`src/rtl/parc_mem_arb.sv`:
```
//------------------------------------------------------------------------------
// parc_mem_arb
//
// Merges the PARCv2 core's instruction-memory port (port 0) and data-memory
// port (port 1) onto one shared memory port. Requests are arbitrated
// round-robin. A small tag FIFO remembers which port issued each outstanding
// request so that in-order memory responses can be steered back to their
// issuer. Both the request and the response paths are purely combinational,
// so the arbiter adds no latency.
//
// Ports
//   clk, reset            clock and synchronous active-high reset
//   req0_msg/val/rdy      port 0 (imem) request  {type, addr, len, data}
//   resp0_msg/val         port 0 (imem) response {type, len, data}
//   req1_msg/val/rdy      port 1 (dmem) request
//   resp1_msg/val         port 1 (dmem) response
//   memreq_msg/val/rdy    shared request toward memory
//   memresp_msg/val       shared response from memory (no backpressure)
//------------------------------------------------------------------------------
module parc_mem_arb #(
    parameter int p_addr_sz  = 32,
    parameter int p_data_sz  = 32,
    parameter int p_max_outs = 4,
    localparam int c_lenSz   = $clog2(p_data_sz / 8),
    localparam int c_reqSz   = 1 + p_addr_sz + c_lenSz + p_data_sz,
    localparam int c_respSz  = 1 + c_lenSz + p_data_sz,
    localparam int c_ptrSz   = $clog2(p_max_outs)
) (
    input  logic                clk,
    input  logic                reset,

    input  logic [c_reqSz-1:0]  req0_msg,
    input  logic                req0_val,
    output logic                req0_rdy,
    output logic [c_respSz-1:0] resp0_msg,
    output logic                resp0_val,

    input  logic [c_reqSz-1:0]  req1_msg,
    input  logic                req1_val,
    output logic                req1_rdy,
    output logic [c_respSz-1:0] resp1_msg,
    output logic                resp1_val,

    output logic [c_reqSz-1:0]  memreq_msg,
    output logic                memreq_val,
    input  logic                memreq_rdy,
    input  logic [c_respSz-1:0] memresp_msg,
    input  logic                memresp_val
);

    localparam logic [c_ptrSz:0] c_depth = (c_ptrSz + 1)'(p_max_outs);

    // Tag FIFO storage: one bit per outstanding request, holding the index of
    // the port that issued it.
    logic [p_max_outs-1:0] r_tags;
    logic [c_ptrSz-1:0]    r_wrPtr;
    logic [c_ptrSz-1:0]    r_rdPtr;
    logic [c_ptrSz:0]      r_count;
    logic                  r_lastGrant;

    logic w_full;
    logic w_empty;
    logic w_anyVal;
    logic w_grantIdx;
    logic w_grant0;
    logic w_grant1;
    logic w_reqOk;
    logic w_push;
    logic w_pop;
    logic w_headTag;

    assign w_full  = (r_count == c_depth);
    assign w_empty = (r_count == '0);

    // Round-robin grant. When both ports want the memory, the one that did
    // not win last time goes next; a lone requester always wins. With no
    // requester the index defaults to port 0 so memreq_msg mirrors req0_msg.
    always_comb begin
        w_grantIdx = 1'b0;
        if (req0_val && req1_val) begin
            w_grantIdx = ~r_lastGrant;
        end else if (req1_val) begin
            w_grantIdx = 1'b1;
        end
    end

    assign w_anyVal = req0_val | req1_val;
    assign w_grant0 = req0_val & ~w_grantIdx;
    assign w_grant1 = req1_val &  w_grantIdx;

    // A full FIFO blocks every grant even if a pop happens this cycle, which
    // keeps memreq_val independent of memreq_rdy and memresp_val.
    assign w_reqOk    = ~w_full & ~reset;
    assign memreq_val = w_anyVal & w_reqOk;
    assign memreq_msg = w_grantIdx ? req1_msg : req0_msg;
    assign req0_rdy   = w_grant0 & memreq_rdy & w_reqOk;
    assign req1_rdy   = w_grant1 & memreq_rdy & w_reqOk;

    assign w_push = memreq_val & memreq_rdy;

    // A response arriving with nothing outstanding is a protocol error; it
    // is simply dropped and does not disturb the FIFO.
    assign w_pop     = memresp_val & ~w_empty;
    assign w_headTag = r_tags[r_rdPtr];

    assign resp0_val = w_pop & ~w_headTag & ~reset;
    assign resp1_val = w_pop &  w_headTag & ~reset;
    assign resp0_msg = memresp_msg;
    assign resp1_msg = memresp_msg;

    // Tag storage needs no reset: an entry is only read after it has been
    // written since the pointers were last cleared.
    always_ff @(posedge clk) begin
        if (w_push) begin
            r_tags[r_wrPtr] <= w_grantIdx;
        end
    end

    // Pointers wrap naturally because the depth is a power of two. Pushing
    // and popping together advances both pointers and leaves the count alone.
    // last_grant resets to port 1 so that port 0 wins the first contest.
    always_ff @(posedge clk) begin
        if (reset) begin
            r_wrPtr     <= '0;
            r_rdPtr     <= '0;
            r_count     <= '0;
            r_lastGrant <= 1'b1;
        end else begin
            if (w_push) begin
                r_wrPtr     <= r_wrPtr + 1'b1;
                r_lastGrant <= w_grantIdx;
            end
            if (w_pop) begin
                r_rdPtr <= r_rdPtr + 1'b1;
            end
            case ({w_push, w_pop})
                2'b10:   r_count <= r_count + 1'b1;
                2'b01:   r_count <= r_count - 1'b1;
                default: r_count <= r_count;
            endcase
        end
    end

endmodule

```
`config.mk`:
```
export PLATFORM = sky130hd
export DESIGN_NAME = parc_mem_arb
export DESIGN_NICKNAME = d
export VERILOG_FILES = /design/src/rtl/parc_mem_arb.sv
export SDC_FILE = /design/constraint.sdc
export NUM_CORES = 1
export LEC_CHECK = 0
export BUFFER_PORTS_ARGS = -buffer_cell sky130_fd_sc_hd__buf_4
export CAP_MARGIN = 40
export CORE_AREA = 2 2 121 123
export CTS_CLUSTER_SIZE = 24
export DETAILED_ROUTE_END_ITERATION = 10
export DIE_AREA = 0 0 123 125
export HOLD_SLACK_MARGIN = 0.03
export PLACE_DENSITY = 0.57
export SETUP_SLACK_MARGIN = 0.2
export SYNTH_ARGS = -nofsm -noshare
export SYNTH_HDL_FRONTEND = slang
export SYNTH_SLANG_ARGS = --single-unit
```
`constraint.sdc`:
```
create_clock -name clk -period 2.05 [get_ports clk]
set_input_delay 0 -clock clk [delete_from_list [all_inputs] [get_ports clk]]
set_output_delay 0 -clock clk [all_outputs]
set_load 0.02 [all_outputs]
```
==> impl_results.md <==
* Most common cell in the synthesized netlist: buf_4
* WP data arrival at 2.16 ns
* Hold endpoint: r_count[2]
* Via count of the first global-routing pass at 2453
* Setup violation total in the final timing report at 0
* Die X-Extent at 123 um
* Initial antenna violation count at 0
* Area of the core at 14200 um2
* Largest net degree at the start of global routing at 36
* Worst setup path category: flip-flop to flip-flop
* Asr flop ratio synth at 0
* # IOs at 317
* Root Buffer: clkbuf_16
* Reg2Reg Setup Slack at 0.07 ns
* Post-synthesis sequential area ratio at 0.140
* Fin util at 0.270
* Fin area at 3840 um2
* Syn avg cell area at 9.54 um2
* Final clock skew at 0.00267 ns
* Synth top area share at 0.377
* WHS Path Cells at 2
* Headroom to the max-slew limit at 0.570
* GR Util All Layers at 0.141
* Top FF cell, synth: dfxtp_1
* Final hold vios at 0
* Final worst slack at 0.0685 ns
* Vias at 2253
* Port Buf Inserts at 211
* FF-to-FF Start: r_count[0]
* Router iterations before antenna repair at 4
* Clock transition at path regs at 0.04 ns
* Clk_lat worst skew at 0.24 ns
* Unrepaired setup endpoints after global routing: yes
* Post-synth EDFFs at 4
* Area leader, netlist: mux2_2
* Longest Clk Path Bufs at 2
* Total Nets Final at 576
* GPL Wtd Cong at 0.854
* FP Rows at 44
* Gr ovfl total at 0
* Status: finished clean
* Slew Limit Fails at 0
* Measured slew at the worst slew-check pin at 0.643 ns
* Cell Area, Synth at 2000 um2
* R2r endpoint: r_count[2]
* YS warnings at 0
* DRT antenna net count at 0
* Die footprint at 15400 um2
* Starting density of the core at 0.141
* Detailed placement HPWL at 9870 um
* Routed length per placed instance at 20.3 um
* Worst hold path type: input port to flip-flop
* FMAX at 505 MHz
* Critical path capture point type: flip-flop
* Crit path launch type: flip-flop
* Pre-CTS setup slack at 0.0373 ns
* Critical Path RT at 2.22 ns
* Layout cells sized above 1 at 0.779
* Remaining DRCs at 0
* R2R cell count at 9
* Leakage at 1.82 nW
* Synth area leaders: mux2_2 38%, buf_4 27%, dfxtp_1 8.0%, edfxtp_1 6.0%, ha_1 3.1%
* Pwr/cell area at 531 nW/um2
* Final WL at 11700 um
* Peak VDD IR at 296 uV
* Hold Startpoint: reset
* Synth-to-Final Area Change at 91.8%
* Syn Nets at 391
* Final Total Pwr at 2.04 mW
* Die Ht at 125 um
* Post-synth top cells: 72 x buf_4, 67 x mux2_2, 8 x dfxtp_1, 8 x inv_1, 8 x nor2_1
* Syn Inst Count at 210
* CTS sink count at 12
* TritonCTS buffer count at 3
* Placed inst area at 3340 um2
* Synth Register Bits at 12
* DRT iter0 DRCs at 87
* Register area at 289 um2
* ANT cells at 0
* Distinct cell type count after synthesis at 30
* Multi-input gate area at 1160 um2
* First-pass GRT wire length at 15700 um
* CTS tree: built
* Tmin final at 1.98 ns
* Final critical-path share of the clock period at 0.967
* Filler Cell Count at 1517
* Vias per cell at 3.90
* CP max FO at 3
* Max-cap violations at 0
* Hold Slack at 0.0389 ns
* H-tree Lvls at 1
==> layer usage <==
layer / routed length [um] / track usage / share of wire
met5: 0 / 0 / 0
met4: 529 / 0.0568 / 0.045
met3: 812 / 0.0292 / 0.069
met2: 6470 / 0.275 / 0.55
met1: 3920 / 0.142 / 0.33
==> worst max path at each step <==
stage	slack, ns	from	to
finish	0.07	r_count[0]	r_count[2]
global route	-0.003	r_count[0]	r_count[2]
CTS	0.11	r_count[1]	r_count[2]
detailed placement	0.04	r_count[0]	r_count[2]
global placement	0.12	r_count[0]	r_count[2]
floorplan	0.13	r_count[0]	r_count[2]
==> per-stage QoR <==
stage / std cells / setup TNS (ns)
global placement: 532 / 0
finish: 578 / 0
CTS: 578 / 0
floorplan: 210 / 0
global route: 578 / -0.00316
detailed placement: 532 / 0
==> power breakdown <==
group	internal, mW	leakage (nW)	switching [mW]
Clock	0.257	0.0385	0.106
Combinational	0.671	1.68	0.659
Sequential	0.299	0.104	0.0472
==> sequential cells by signal, summed over array words and instances, names as in the netlist <==
name / flops
r_tags: 4
r_rdPtr: 2
r_wrPtr: 2
r_lastGrant: 1
r_count: 3
==> worst max-delay path: stages, from the launching register on <==
cell,delay (ns)
dfxtp_4,0.35
nor3b_4,0.25
nor4b_4,0.08
inv_2,0.08
ha_4,0.15
inv_2,0.04
fa_2,0.33
xor2_1,0.16
or3_1,0.34
a21oi_2,0.14
==> final cells by class <==
class | instances | share of cell area
clock buffer | 3 | 0.0195
clock inverter | 1 | 0.000977
inverter | 8 | 0.00782
multi-input combinational | 112 | 0.302
sequential | 12 | 0.0752
tap | 184 | 0.0599
timing repair buffer | 258 | 0.534
==> kinds of logic (layout without fill, tap and decap cells) <==
kind of cell	count (synthesis)	in the layout	share of synthesized area
muxes	70	70	0.400
adders and majority gates	6	6	0.0412
and+or+nand+nor	25	25	0.0787
DFF	12	12	0.140
buffers and inverters	86	270	0.299
AOI/OAI and AO/OA	7	7	0.0231
xor gates and xnor gates	4	4	0.0175
==> cell usage in the layout (no fill, tap or decap), drive strengths merged, types with 2 or more instances in the layout <==
cell and count:
buf 222, mux2 68, dlygate4sd3 36, nor2 8, inv 8, dfxtp 8, and2 5, ha 5
xor2 4, edfxtp 4, clkbuf 3, nor3b 3, nor3 2, nand2 2, a21oi 2
==> repair_timing <==
| action | 4_1_cts | 5_1_grt |
|---|---|---|
| endpoints found under the setup margin | 2 | 2 |
| pin swaps | 4 | 3 |
| setup buffers | 6 | 0 |
| hold buffers | 36 | 0 |
| gates resized for setup | 3 | 2 |
| hold endpoints to repair | 71 | 0 |
Note: power is estimated with default switching activity, not from simulation.
